<file path="src/rtl/game_timing_pkg.sv">
// Shared timing types and constants for the game time base.
package game_timing_pkg;

  typedef enum logic [1:0] {
    ST_IDLE   = 2'd0,
    ST_RUN    = 2'd1,
    ST_PAUSED = 2'd2,
    ST_OVER   = 2'd3
  } state_e;

  // Default periods for a 100 MHz sysclk.
  localparam int DEF_CNT_W       = 24;
  localparam int DEF_INIT_PERIOD = 1666667;  // 60 Hz
  localparam int DEF_MIN_PERIOD  = 416667;   // 240 Hz
  localparam int DEF_STEP        = 20833;
  localparam int DEF_RAMP_TICKS  = 600;
  localparam int DEF_RAMP_W      = 10;

  // Saturating period decrement. Operands are one bit wider than any counter
  // up to 32 bits, so the min+step compare can never wrap.
  function automatic logic [32:0] sat_dec(input logic [32:0] period,
                                          input logic [32:0] min_p,
                                          input logic [32:0] step);
    if (period < min_p + step) sat_dec = min_p;
    else                       sat_dec = period - step;
  endfunction

endpackage

</file>
<file path="src/rtl/interval_counter.sv">
// Loadable up-counter that wraps to zero at a run-time limit and flags the
// terminal count (count == limit-1) combinationally.
module interval_counter #(
  parameter int CNT_W = 24
) (
  input  logic             clk,
  input  logic             rst,
  input  logic             load,
  input  logic [CNT_W-1:0] load_val,
  input  logic             en,
  input  logic [CNT_W-1:0] limit,
  output logic [CNT_W-1:0] count,
  output logic             tc
);

  logic [CNT_W-1:0] count_d, count_q;

  assign tc    = (count_q == limit - CNT_W'(1));
  assign count = count_q;

  // Next count: load has priority, then enabled increment with wrap.
  always_comb begin
    count_d = count_q;
    if (load)    count_d = load_val;
    else if (en) count_d = tc ? '0 : count_q + CNT_W'(1);
  end

  // Count register.
  always_ff @(posedge clk or posedge rst) begin
    if (rst) count_q <= '0;
    else     count_q <= count_d;
  end

endmodule

</file>
<file path="src/rtl/game_tick_scheduler.sv">
// Game time base: single-clock tick enables with a difficulty ramp that
// shortens the period, under a start/pause/game-over FSM.
module game_tick_scheduler
  import game_timing_pkg::*;
#(
  parameter int CNT_W       = DEF_CNT_W,
  parameter int INIT_PERIOD = DEF_INIT_PERIOD,
  parameter int MIN_PERIOD  = DEF_MIN_PERIOD,
  parameter int STEP        = DEF_STEP,
  parameter int RAMP_TICKS  = DEF_RAMP_TICKS,
  parameter int RAMP_W      = DEF_RAMP_W
) (
  input  logic             sysclk,
  input  logic             reset,
  input  logic             start,
  input  logic             pause,
  input  logic             game_over,
  output logic             tick,
  output logic             ramp_evt,
  output logic [CNT_W-1:0] period_out,
  output logic [1:0]       state_out,
  output logic             running
);

  localparam logic [CNT_W-1:0]  INIT_P    = CNT_W'(INIT_PERIOD);
  localparam logic [32:0]       MIN_P33   = 33'(MIN_PERIOD);
  localparam logic [32:0]       STEP33    = 33'(STEP);
  localparam logic [RAMP_W-1:0] RAMP_LAST = RAMP_W'(RAMP_TICKS - 1);

  state_e            state_d, state_q;
  logic [CNT_W-1:0]  period_d, period_q;
  logic [RAMP_W-1:0] ramp_d, ramp_q;
  logic              tick_d, tick_q;
  logic              ramp_evt_d, ramp_evt_q;
  logic              cnt_load, cnt_en, cnt_tc;
  logic [CNT_W-1:0]  cnt_val;

  interval_counter #(.CNT_W(CNT_W)) u_interval (
    .clk      (sysclk),
    .rst      (reset),
    .load     (cnt_load),
    .load_val ('0),
    .en       (cnt_en),
    .limit    (period_q),
    .count    (cnt_val),
    .tc       (cnt_tc)
  );

  // FSM next state, counter control, tick and ramp decisions.
  // In PAUSED with pause released the cycle already counts, so a pause of
  // N sampled cycles delays the next tick by exactly N.
  always_comb begin
    state_d    = state_q;
    period_d   = period_q;
    ramp_d     = ramp_q;
    tick_d     = 1'b0;
    ramp_evt_d = 1'b0;
    cnt_load   = 1'b0;
    cnt_en     = 1'b0;
    case (state_q)
      ST_IDLE, ST_OVER: begin
        if (start) begin
          state_d  = ST_RUN;
          period_d = INIT_P;
          ramp_d   = '0;
          cnt_load = 1'b1;
        end
      end
      ST_RUN, ST_PAUSED: begin
        if (game_over) begin
          state_d = ST_OVER;
        end else if (pause) begin
          state_d = ST_PAUSED;
        end else begin
          state_d = ST_RUN;
          cnt_en  = 1'b1;
          if (cnt_tc) begin
            tick_d = 1'b1;
            if (ramp_q == RAMP_LAST) begin
              ramp_d     = '0;
              ramp_evt_d = 1'b1;
              period_d   = CNT_W'(sat_dec(33'(period_q), MIN_P33, STEP33));
            end else begin
              ramp_d = ramp_q + RAMP_W'(1);
            end
          end
        end
      end
      default: state_d = ST_IDLE;
    endcase
  end

  // State, period, ramp count and registered pulse outputs.
  always_ff @(posedge sysclk or posedge reset) begin
    if (reset) begin
      state_q    <= ST_IDLE;
      period_q   <= INIT_P;
      ramp_q     <= '0;
      tick_q     <= 1'b0;
      ramp_evt_q <= 1'b0;
    end else begin
      state_q    <= state_d;
      period_q   <= period_d;
      ramp_q     <= ramp_d;
      tick_q     <= tick_d;
      ramp_evt_q <= ramp_evt_d;
    end
  end

  assign tick       = tick_q;
  assign ramp_evt   = ramp_evt_q;
  assign period_out = period_q;
  assign state_out  = state_q;
  assign running    = (state_q == ST_RUN);

endmodule

</file>
<file path="config.mk">
export PLATFORM = sky130hd
export DESIGN_NAME = game_tick_scheduler
export DESIGN_NICKNAME = d
export VERILOG_FILES = /design/src/rtl/game_timing_pkg.sv /design/src/rtl/interval_counter.sv /design/src/rtl/game_tick_scheduler.sv
export SDC_FILE = /design/constraint.sdc
export NUM_CORES = 1
export LEC_CHECK = 0
export BUFFER_PORTS_ARGS = -buffer_cell sky130_fd_sc_hd__buf_2
export CAP_MARGIN = 15
export CELL_PAD_IN_SITES_DETAIL_PLACEMENT = 0
export CELL_PAD_IN_SITES_GLOBAL_PLACEMENT = 1
export CORE_MARGIN = 1.5
export CORE_UTILIZATION = 43
export CTS_BUF_LIST = sky130_fd_sc_hd__clkbuf_8
export CTS_CLUSTER_DIAMETER = 50
export CTS_CLUSTER_SIZE = 25
export DETAILED_ROUTE_END_ITERATION = 10
export PLACE_DENSITY = 0.79
export SLEW_MARGIN = 40
export SYNTH_ARGS = -nofsm -noshare
export SYNTH_HDL_FRONTEND = slang
export SYNTH_SLANG_ARGS = --single-unit
</file>
<file path="constraint.sdc">
create_clock -name sysclk -period 5.6 [get_ports sysclk]
set_clock_uncertainty 0.2 [all_clocks]
set_input_delay 0.28 -clock sysclk [delete_from_list [all_inputs] [get_ports sysclk]]
set_output_delay 0.28 -clock sysclk [all_outputs]
set_load 0.1 [all_outputs]
</file>
After elaboration in Yosys (flattened, before gate mapping)
Index checks and enable logic that the tools add are counted.

operators by class
  add/subtract/negate cells = 4
  order comparisons = 1
  equal/unequal tests = 10
  muxes and demuxes = 34
  reduce and logical (&&, ||, !) cells = 6

operator list
  operator                count
  $mux 24                 9
  $mux 10                 5
  $pmux 24 s2             1
  $add 24x1->24 const B   1
  $eq 24x24->1            1
  $lt 24x19->1 const B    1
  $sub 24x1->24 const B   1
  $sub 24x15->24 const B  1
  $pmux 10 s2             1
  $mux 1                  14
  $add 10x1->10 const B   1
  $eq 10x10->1 const B    1
  $ne 2x2->1 const B      4
  $mux 2                  3
  $reduce_and 5->1        1
  $eq 2x2->1 const B      2
  $pmux 2 s2              1
  $reduce_and 4->1        1
  $reduce_or 2->1         2
  $eq 2x1->1 const B      1
  $logic_not 2->1         1
  $ne 2x1->1 const B      1
  $reduce_bool 2->1       1

storage, ports and cells
  bits in registers = 62
  output and inout port bits = 29

Depth between registers and ports, before layout
Gate-level depths: netlist of the first run.

  depth after elaboration = 7
  depth in mapped cells = 13

Hierarchy
Synthesis of the first run repeated with hierarchy kept, for this count alone.

second synthesis, totals
  cells, all modules = 597
  area, all modules = 5007.3 µm²

by module, submodules not included
  module               instances  cells an instance  area each (µm²)
  interval_counter     1          348                2741.4
  game_tick_scheduler  1          249                2265.9

Worst setup path before layout of the first run
Ideal clock, no wire load.

  kind = register -> register
  start point = register period_q[2], in the netlist period_out[2]
  end point = register u_interval.count_q[2], in the netlist u_interval.count[2]
  setup time = 0.138 ns
  arrival time = 3.987 ns
  path slack = 1.274 ns
  stages on the path, launching flop included = 13
  path buffers = 4
  period minus slack after synthesis = 4.326 ns
  path through = dfrtp_1 > buf_6 > or4b_1 > buf_2 > or4_4 > or3_1 > a211oi_2 > nand3_2 > or4_4 > buf_6 > buf_6 > a31oi_1 > a31oi_1

between the ends
  cells in the longest elaborated chain, start to end = 5

ends and longest elaborated chain
  what                      RTL line                    RTL
  start: declaration        game_tick_scheduler.sv:31   logic [CNT_W-1:0] period_d, period_q;
  start signal: assignment  game_tick_scheduler.sv:103  period_q <= period_d;
  $sub 24x1->24             interval_counter.sv:18      assign tc = (count_q == limit - CNT_W'(1));
  $eq 24x24->1              interval_counter.sv:18
  $mux 24 (2 in a row)      interval_counter.sv:25      else if (en) count_d = tc ? '0 : count_q + CNT_W'(1);
  $mux 24                   interval_counter.sv:24      if (load) count_d = load_val;
  end signal: assignment    interval_counter.sv:31      else count_q <= count_d;
  end: declaration          interval_counter.sv:16      logic [CNT_W-1:0] count_d, count_q;

Every way passes these cells. The select of a mux whose other input is x is not followed.
A chain may end at the register's enable or synchronous reset.

Worst setup path after layout of the first run
  start point = register period_q[0], in the netlist period_out[0]
  end point = register period_q[22], in the netlist period_out[22]

between the ends
  cells in the longest elaborated chain, start to end = 7
  elaborated cells between the ends (all ways) = 12
  classes of those cells = add/sub (2); order compare (1); eq/ne (2); mux (6); reduce/logical (1)

ends and longest elaborated chain
  what                                                   RTL line                                      RTL
  $sub 24x15->24 / $lt 24x19->1 (equally long branches)  game_timing_pkg.sv:25, game_timing_pkg.sv:24
  $mux 24                                                game_timing_pkg.sv:24                         if (period < min_p + step) sat_dec = min_p;
  $mux 24                                                game_tick_scheduler.sv:79                     if (ramp_q == RAMP_LAST) begin
  $mux 24                                                game_tick_scheduler.sv:77                     if (cnt_tc) begin
  $mux 24                                                game_tick_scheduler.sv:72                     end else if (pause) begin
  $mux 24                                                game_tick_scheduler.sv:70                     if (game_over) begin
  $pmux 24 s2                                            game_tick_scheduler.sv:60                     case (state_q)

Parallel ways exist; a longest one is shown, timed or not. The select of a mux whose other input is x is not followed.

==> results of run 1 <==
-- critical path, delay by kind of cell, from the launching register on --
family | cells | cell delay [ns]
AO/OA/AOI/OAI | 2 | 0.52
adder cells (fa/ha/maj) | 1 | 0.21
buffers and inverters | 1 | 0.06
flip-flops | 1 | 0.41
AND/OR/NAND/NOR | 6 | 3.11
-- cells in the final DEF, fill, tap and decap left out, types with 4 or more instances in the layout --
master,Yosys,final
dfrtp_1,49,49
nor2b_1,4,4
a22o_1,6,6
a221o_1,4,4
a21oi_1,29,29
buf_4,2,4
dfstp_2,13,13
ha_1,4,4
clkbuf_8,0,11
inv_1,18,17
o21ai_0,28,28
nor4_1,15,12
or3_1,13,13
o21a_1,4,4
or2_2,6,6
xnor2_1,15,15
nor4_2,2,4
o311a_1,5,5
nand2_1,42,42
nor2_1,41,40
and2_1,5,5
and4_1,5,5
nand2b_1,4,4
and4b_1,4,4
and3_1,14,14
xor2_1,15,15
o211ai_1,5,5
or4_1,8,8
nand4_1,10,10
a21o_1,4,4
nor3_1,17,16
nand3_1,27,27
buf_2,6,33
a31oi_1,20,20
mux2i_1,4,4
a31o_2,5,5
-- synth_stat cells (all sizes together) (4+ instances only) --
master / instances
ha: 4
o211ai: 5
dfstp: 13
or2: 6
or3: 13
clkbuf: 28
a21oi: 29
nand2: 42
and4: 5
and4b: 4
mux2i: 4
nor2: 41
buf: 12
a21o: 4
nand4: 10
o311a: 5
o21a: 4
or4: 10
a211oi: 4
a221o: 4
a31oi: 20
and3: 14
nor4: 17
xnor2: 15
xor2: 15
nand2b: 4
and2: 5
o21ai: 28
nor2b: 4
nand3: 28
nor3: 18
a31o: 5
a22o: 6
inv: 18
dfrtp: 49
-- cell type report --
type | count | area (sq um)
flip-flops and latches | 62 | 1568
well taps | 133 | 166.4
multi-input cells | 413 | 2670
inverters | 18 | 67.56
clock inverters | 5 | 81.33
fillers | 969 | 4989
repair buffers | 39 | 216.5
clock buffers | 11 | 151.4
-- layer usage --
layer	vias to the layer above	global-route usage	wire, microns
li1	2010	-	-
met1	2066	0.3129	5701
met2	128	0.3931	6139
met3	21	0.05115	693
met4	0	0.07828	251
met5	-	0	0
-- cell families (layout without fill, tap and decap cells) --
logic type	Yosys count	count (layout)	share of synthesized area
simple gates	233	233	0.2887
compound gates	140	140	0.2141
flops	62	62	0.3516
buf+inv	58	73	0.05892
xor+xnor	31	31	0.06397
mux	5	5	0.01150
fa+ha+maj	4	4	0.01122
-- sequential cells by signal, indices dropped and copies added, names as in the netlist --
name              flops
period_out           24
ramp_evt              1
tick                  1
u_interval.count     24
ramp_q               10
state_out             2
-- how the worst max path moves through the flow --
stage                               from                               to  depth (start not counted)
3_5_place_dp   period_out[0]$_DFFE_PP1P_       period_out[22]$_DFFE_PP0P_                         10
3_3_place_gp   period_out[0]$_DFFE_PP1P_       period_out[22]$_DFFE_PP0P_                         10
6_report       period_out[0]$_DFFE_PP1P_       period_out[22]$_DFFE_PP0P_                         10
4_1_cts        period_out[0]$_DFFE_PP1P_       period_out[22]$_DFFE_PP0P_                         10
2_1_floorplan  period_out[2]$_DFFE_PP0P_  u_interval.count[2]$_DFFE_PP0P_                         12
5_1_grt        period_out[0]$_DFFE_PP1P_       period_out[22]$_DFFE_PP0P_                         10
-- power by group --
part           leakage (nW)  total, mW  switching [mW]  internal, mW
clock network         0.116      0.470           0.195         0.275
registers             0.808      0.529          0.0479         0.481
logic                  1.07      0.462           0.348         0.114
total                  2.00       1.46           0.590         0.871
-- repair_timing --
action,CTS,global route
hold buffers,1,0
gates resized for setup,0,0
hold endpoints to repair,31,0
setup buffers,0,0
==> results.cfg, run 1 <==
[sta]
finalHoldViolCount = 0
setup_violations = 0
fin_ws_ns = 0.9671
final.period_utilization = 0.8273
worstMarginPinSlew_ns = 0.7920
clock.fmax_mhz = 215.8
slew_violations = 0
timing.hold.ws_ns = 0.03398
grt_setup_unrepaired = false
period_minus_slack_ns = 4.633
slew_headroom = 0.4720
setup_tns_ns = 0

[die]
core_area_sq_um = 9910
dieArea_sq_um = 10990
start_util = 0.4500
std_cell_rows = 36
io-pin-count = 34
die_w_microns = 104.8
die_h_microns = 104.8

[routing]
num_vias = 4225
first_pass_iters = 5
drt_iter0_drc = 352
via_per_inst = 6.204
route.detailed.drc = 0
wirelength_mm = 12.79
routedWlPerCell_microns = 18.77
ant_nets = 0

[synth]
synth_area_sq_um = 4459
synth_edf_count = 0
synth_nets = 542
synth_top_cell_area_share = 0.2750
avgSynthCellArea_sq_um = 8.366
synth_ff_type = dfrtp_1
synth-seq-area-share = 0.3516
synth_seq_cells = 62
synth_top_cell_by_area = dfrtp_1
ys_warn_count = 0
synth_cell_types = 68
async_reset_ff_frac = 1.000
synthTopCellsByArea = dfrtp_1, dfstp_2, nand2_1, nor2_1, a21oi_1
postSynthCellCount = 533

[worst_setup_path]
crit_arrival_ns = 4.66
end_kind = register
ff2ff_path_depth = 10
start_kind = register
rr_startpoint = period_out[0]$_DFFE_PP1P_
crit_chain = inv_1, ha_1, or4b_1, nor4_1, and3_1, o22ai_1, or4b_1, nor3_2, nor2_1, a211o_1
cpMostUsedCell = or4b_1
worstReg2RegEnd = period_out[22]$_DFFE_PP0P_
crit_path_max_incr_delay_ns = 0.67
slowest_stage = nor4_1
required_ns = 5.63
worstPathMaxFanout = 10
reg2reg_slack_ns = 0.97
worst-setup-path-type = reg2reg

[hold_path]
min_to = state_out[0]$_DFFE_PP0P_
hold_path_class = in2reg
hold_start = game_over
whs_path_depth = 3

[global_routing]
grt_antenna_before_repair = 0
grt_pass1_wl_mm = 21.05
grt_pass1_vias = 4138
track_usage = 0.2395
grt_max_degree = 63
overflow = 0

[cts]
clkTransAtPathRegs_ns = 0.08
cts_buffer_depth = 2
cts.sinks = 62
cts_made_buffers = 9
htree_levels = 3
ctsRootBufferMaster = clkbuf_8
cts_tree = done
clock_latency_ns = 0.35

[placed_design]
dpl-instance-area_sq_um = 4653
placed_cells = 664
dp_slack_ns = 1.119
portBuffers = 33
routabilityCongestion = 0.8731
hpwl_mm = 9.089

[layout]
post_layout_nonfiller_instances = 681
layout-area-overhead-vs-synth_pct = 10.35
post-route-util = 0.4966
layout-drive-gt1-share = 0.1752
finalInstanceArea_sq_um = 4921
insertedDiodeCount = 0
finalNetCount = 552

[power]
p_total_mw = 1.461
power.leakage_nw = 1.998
irDropWorstVdd_uv = 395.2
power.density_nw_per_um2 = 296.9

[run]
maxCapViolCount = 0

[status]
status = finished, final reports clean
Power figures use the tool's default switching activity.
==> run 2, diff against run 1 <==
- clock period: 5.6 -> 4.4 ns (I/O delays scaled with it)
==> results.cfg, run 2 (synthesis results as in run 1) <==
[worst_setup_path]
crit_cells = 11
start_kind = register
rr_startpoint = period_out[0]$_DFFE_PP1P_
critPathTopFamily = simple AND/OR/NAND/NOR gates
end_kind = register
ff2ff_path_depth = 11
crit_arrival_ns = 4.13
crit_chain = inv_1, ha_1, or4b_1, or4_4, or3_1, a211oi_2, nand3_2, nor4_4, buf_4, o211ai_1, a221o_1
crit_path_max_incr_delay_ns = 0.60
reg2reg_slack_ns = 0.35
worst-setup-path-type = reg2reg
slowest_stage = or4_4
worstReg2RegEnd = period_out[19]$_DFFE_PP1P_
worstPathMaxFanout = 9
required_ns = 4.48
cp_num_buf_inv = 2

[hold_path]
whs_path_depth = 3
hold_start = start
hold_path_class = in2reg
min_to = period_out[16]$_DFFE_PP1P_

[routing]
drt_iter0_drc = 312
via_per_inst = 6.126
first_pass_iters = 4
wirelength_mm = 13.11
routedWlPerCell_microns = 18.83
ant_nets = 0
route.detailed.drc = 0
num_vias = 4264

[cts]
cts_buffer_depth = 2
cts_made_buffers = 9
ctsResizeCount = 0
clock_latency_ns = 0.35
htree_levels = 3
ctsRootBufferMaster = clkbuf_8
cts.sinks = 62
postCtsSetupRepairBufs = 0
cts_tree = done
clkTransAtPathRegs_ns = 0.07

[power]
p_sw_uw = 751.5
power_frac_clock = 0.310
switching_share = 0.4020
combPwrFrac = 0.328
power.leakage_nw = 2.076
p_int_mw = 1.118
pwr-share-seq = 0.362
power.density_nw_per_um2 = 372.9
irDropWorstVdd_uv = 521.9

[status]
status = finished, final reports clean

[sta]
final.period_utilization = 0.9196
finalHoldViolCount = 0
slew_violations = 0
clock.fmax_mhz = 247.1
timing.hold.ws_ns = 0.04229
period_minus_slack_ns = 4.046
slew_headroom = 0.4450
setup_violations = 0
worstMarginPinSlew_ns = 0.8294
grt_setup_unrepaired = false
setup_tns_ns = 0

[placed_design]
hpwl_mm = 9.366
portBuffers = 33
routabilityCongestion = 0.9388

[layout]
final_common_cell = dfrtp_1
nFillCells = 978
layout-drive-gt1-share = 0.1883
final_cell_mix = dfrtp_1, nand2_1, nor2_1
insertedDiodeCount = 0
finalNetCount = 567
layout-area-overhead-vs-synth_pct = 12.40

[die]
die_h_microns = 104.8
core_area_sq_um = 9910
io-pin-count = 34
dieArea_sq_um = 10990
die_w_microns = 104.8
start_util = 0.4500
std_cell_rows = 36

[global_routing]
overflow = 0
grt_pass1_vias = 4040
grt_pass1_wl_mm = 21.60
track_usage = 0.2485
grt_max_degree = 38
grt_antenna_before_repair = 0

[run]
maxCapViolCount = 0
-- run 2: metrics by stage --
stage / instance area [sq um] / total power, mW / util / setup WS, ns / cells
2_1_floorplan: 4459 / 1.132 / - / 0.07426 / 533
3_3_place_gp: 4751 / 1.278 / 0.4794 / 0.4792 / 677
3_5_place_dp: 4753 / 1.289 / 0.4797 / 0.3843 / 677
4_1_cts: 5009 / 1.880 / 0.5054 / 0.3543 / 696
5_1_grt: 5012 / 1.966 / 0.5058 / 0.1530 / 696
6_report: 5012 / 1.869 / 0.5058 / 0.3536 / 696
-- run 2: power by group through the flow --
stage | logic [mW] | registers [mW] | clock network, mW
2_1_floorplan | 0.389 | 0.744 | 0
3_3_place_gp | 0.594 | 0.684 | 0
3_5_place_dp | 0.603 | 0.685 | 0
4_1_cts | 0.612 | 0.675 | 0.593
5_1_grt | 0.668 | 0.685 | 0.613
6_report | 0.613 | 0.676 | 0.580
-- run 2: repair_timing --
item	in CTS	in global routing
hold buffers	3	0
setup endpoints to repair	0	0
endpoints found under the hold margin	13	0
-- run 2: worst reg2reg max path: stages, from the launching register on --
cell	delay, ns
dfstp_2	0.41
inv_1	0.07
ha_1	0.21
or4b_1	0.52
or4_4	0.60
or3_1	0.38
a211oi_2	0.31
nand3_2	0.17
nor4_4	0.43
buf_4	0.25
o211ai_1	0.11
a221o_1	0.32
-- run 2: routing by layer --
layer / share of wire / vias to the layer above / global-route usage / wire length [microns]
met4: 0.023 / 0 / 0.1018 / 301
met2: 0.46 / 137 / 0.3861 / 6042
met3: 0.050 / 21 / 0.03805 / 650
met1: 0.47 / 2065 / 0.3447 / 6111
met5: 0 / - / 0 / 0
li1: - / 2041 / - / -
-- run 2: worst max-delay path by stage --
stage                                          from                               to
after floorplan           period_out[2]$_DFFE_PP0P_  u_interval.count[2]$_DFFE_PP0P_
after global placement    period_out[0]$_DFFE_PP1P_       period_out[19]$_DFFE_PP1P_
after detailed placement  period_out[0]$_DFFE_PP1P_        period_out[8]$_DFFE_PP0P_
after CTS                 period_out[0]$_DFFE_PP1P_        period_out[8]$_DFFE_PP0P_
after global routing      period_out[0]$_DFFE_PP1P_        period_out[8]$_DFFE_PP0P_
final                     period_out[0]$_DFFE_PP1P_       period_out[19]$_DFFE_PP1P_
-- run 2: cell type report --
| type | instances | area, sq um | area share |
|---|---|---|---|
| clock inverters | 5 | 73.82 | 0.01473 |
| inverters | 18 | 67.56 | 0.01348 |
| clock buffers | 11 | 151.4 | 0.03020 |
| flip-flops and latches | 62 | 1568 | 0.3128 |
| well taps | 133 | 166.4 | 0.03320 |
| repair buffers | 54 | 330.3 | 0.06590 |
| multi-input cells | 413 | 2655 | 0.5297 |
==> run 3, diff against run 2 <==
- BUFFER_PORTS_ARGS: -buffer_cell sky130_fd_sc_hd__buf_2 -> unset
- DONT_BUFFER_PORTS: unset -> 1
- PLACE_DENSITY: 0.79 -> 0.75
==> results.cfg, run 3 (synthesis results as in run 1) <==
[power]
power.leakage_nw = 2.044
p_total_mw = 1.809
power.density_nw_per_um2 = 361.3
irDropWorstVdd_uv = 579.6

[cts]
ctsResizeCount = 0
clkTransAtPathRegs_ns = 0.07
clock_latency_ns = 0.35
cts_buffer_depth = 2
ctsRootBufferMaster = clkbuf_8
cts_made_buffers = 9
cts.sinks = 62
htree_levels = 3
cts_tree = done

[routing]
num_vias = 4333
route.detailed.drc = 0
ant_nets = 0
via_per_inst = 6.307
drt_iter0_drc = 228
wirelength_mm = 13.11
first_pass_iters = 5
routedWlPerCell_microns = 19.08

[global_routing]
overflow = 0
track_usage = 0.2457
grt_max_degree = 63
grt_pass1_wl_mm = 21.19
grt_pass1_vias = 4060
grt_antenna_before_repair = 0

[sta]
setup_tns_ns = 0
finalHoldViolCount = 0
clock.fmax_mhz = 254.6
period_minus_slack_ns = 3.928
slew_violations = 0
fin_ws_ns = 0.4721
grt_setup_unrepaired = false
final.period_utilization = 0.8927
setup_violations = 0
worstMarginPinSlew_ns = 0.8708
slew_headroom = 0.4199

[layout]
final_cell_mix = dfrtp_1, nand2_1, nor2_1
finalNetCount = 559
multiInputGateArea_sq_um = 2655
nFillCells = 973
finalInstanceArea_sq_um = 5007
final_common_cell = dfrtp_1
insertedDiodeCount = 0
seq_area_sq_um = 1568
layout-area-overhead-vs-synth_pct = 12.29
layout-drive-gt1-share = 0.1715

[die]
die_w_microns = 104.8
die_h_microns = 104.8
start_util = 0.4500
io-pin-count = 34
std_cell_rows = 36
dieArea_sq_um = 10990
core_area_sq_um = 9910

[worst_setup_path]
required_ns = 4.43
rr_startpoint = period_out[1]$_DFFE_PP1P_
ff2ff_path_depth = 10
crit_arrival_ns = 3.95
end_kind = register
reg2reg_slack_ns = 0.47
worst-setup-path-type = reg2reg
worstReg2RegEnd = u_interval.count[22]$_DFFE_PP0P_
start_kind = register
worstPathMaxFanout = 17

[placed_design]
dp_slack_ns = 0.4481
hpwl_mm = 9.438
routabilityCongestion = 0.8718
dpl-instance-area_sq_um = 4761
portBuffers = 0

[hold_path]
min_to = u_interval.count[7]$_DFFE_PP0P_
whs_path_depth = 4
hold_path_class = in2reg
hold_start = game_over

[status]
status = finished, final reports clean

[run]
maxCapViolCount = 0
[run 3: cell types whose count changed in the layout (fill, tap and decap cells not counted)]
cell           delta
clkbuf_8          -1
buf_4            +22
buf_6             +1
ha_2              +1
nor2_1            +1
dlygate4sd3_1     +2
ha_1              -1
clkinvlp_4        +1
nor2_2            -1
buf_2            -33
bufinv_16         -1
[run 3: worst max-delay path by stage]
| stage | cells past startpoint | end | startpoint |
|---|---|---|---|
| after floorplan | 12 | u_interval.count[2]$_DFFE_PP0P_ | period_out[2]$_DFFE_PP0P_ |
| after global placement | 14 | ramp_q[3]$_DFFE_PP0P_ | period_out[1]$_DFFE_PP1P_ |
| after detailed placement | 14 | ramp_q[7]$_DFFE_PP0P_ | period_out[1]$_DFFE_PP1P_ |
| after CTS | 14 | ramp_q[9]$_DFFE_PP0P_ | period_out[1]$_DFFE_PP1P_ |
| after global routing | 10 | u_interval.count[22]$_DFFE_PP0P_ | period_out[1]$_DFFE_PP1P_ |
| final | 10 | u_interval.count[22]$_DFFE_PP0P_ | period_out[1]$_DFFE_PP1P_ |
[run 3: what timing repair did]
action | 4_1_cts | 5_1_grt
endpoints found under the setup margin | 0 | 0
hold buffers | 5 | 0
hold endpoints to repair | 53 | 0
setup buffers | 0 | 0
[run 3: critical path: stages (launching register included)]
cell      delay [ns]
dfstp_2         0.37
inv_1           0.06
ha_1            0.21
or4b_1          0.49
or4_4           0.58
or3_1           0.37
a211oi_2        0.30
nand3_2         0.17
or4_4           0.70
nand2_1         0.22
o21ai_0         0.12
[run 3: layer usage]
| layer | vias up | track usage | part of all wire |
|---|---|---|---|
| met4 | 0 | 0.1018 | 0.025 |
| met3 | 30 | 0.04928 | 0.067 |
| met1 | 2113 | 0.3453 | 0.47 |
| li1 | 2038 | - | - |
| met5 | - | 0 | 0 |
| met2 | 152 | 0.3665 | 0.44 |
[run 3: cell type report]
type / instances / share of cell area
inverter: 18 / 0.01349
clock inverter: 5 / 0.01024
tap: 133 / 0.03323
timing repair buffer: 46 / 0.07221
sequential: 62 / 0.3131
clock buffer: 10 / 0.02749
multi-input combinational: 413 / 0.5302
[run 3: report_power, final]
part           switching [mW]  total [mW]  internal [mW]
clock                   0.233       0.503          0.270
sequential             0.0574       0.670          0.613
combinational           0.458       0.636          0.178
total                   0.749        1.81           1.06
[run 3: through the flow]
stage	hold slack [ns]	cells	util
finish	0.09959	687	0.5053
global route	0.1180	687	0.5053
CTS	0.07934	687	0.5045
detailed placement	0.1970	667	0.4804
global placement	0.1887	667	0.4802
floorplan	0.1662	533	-
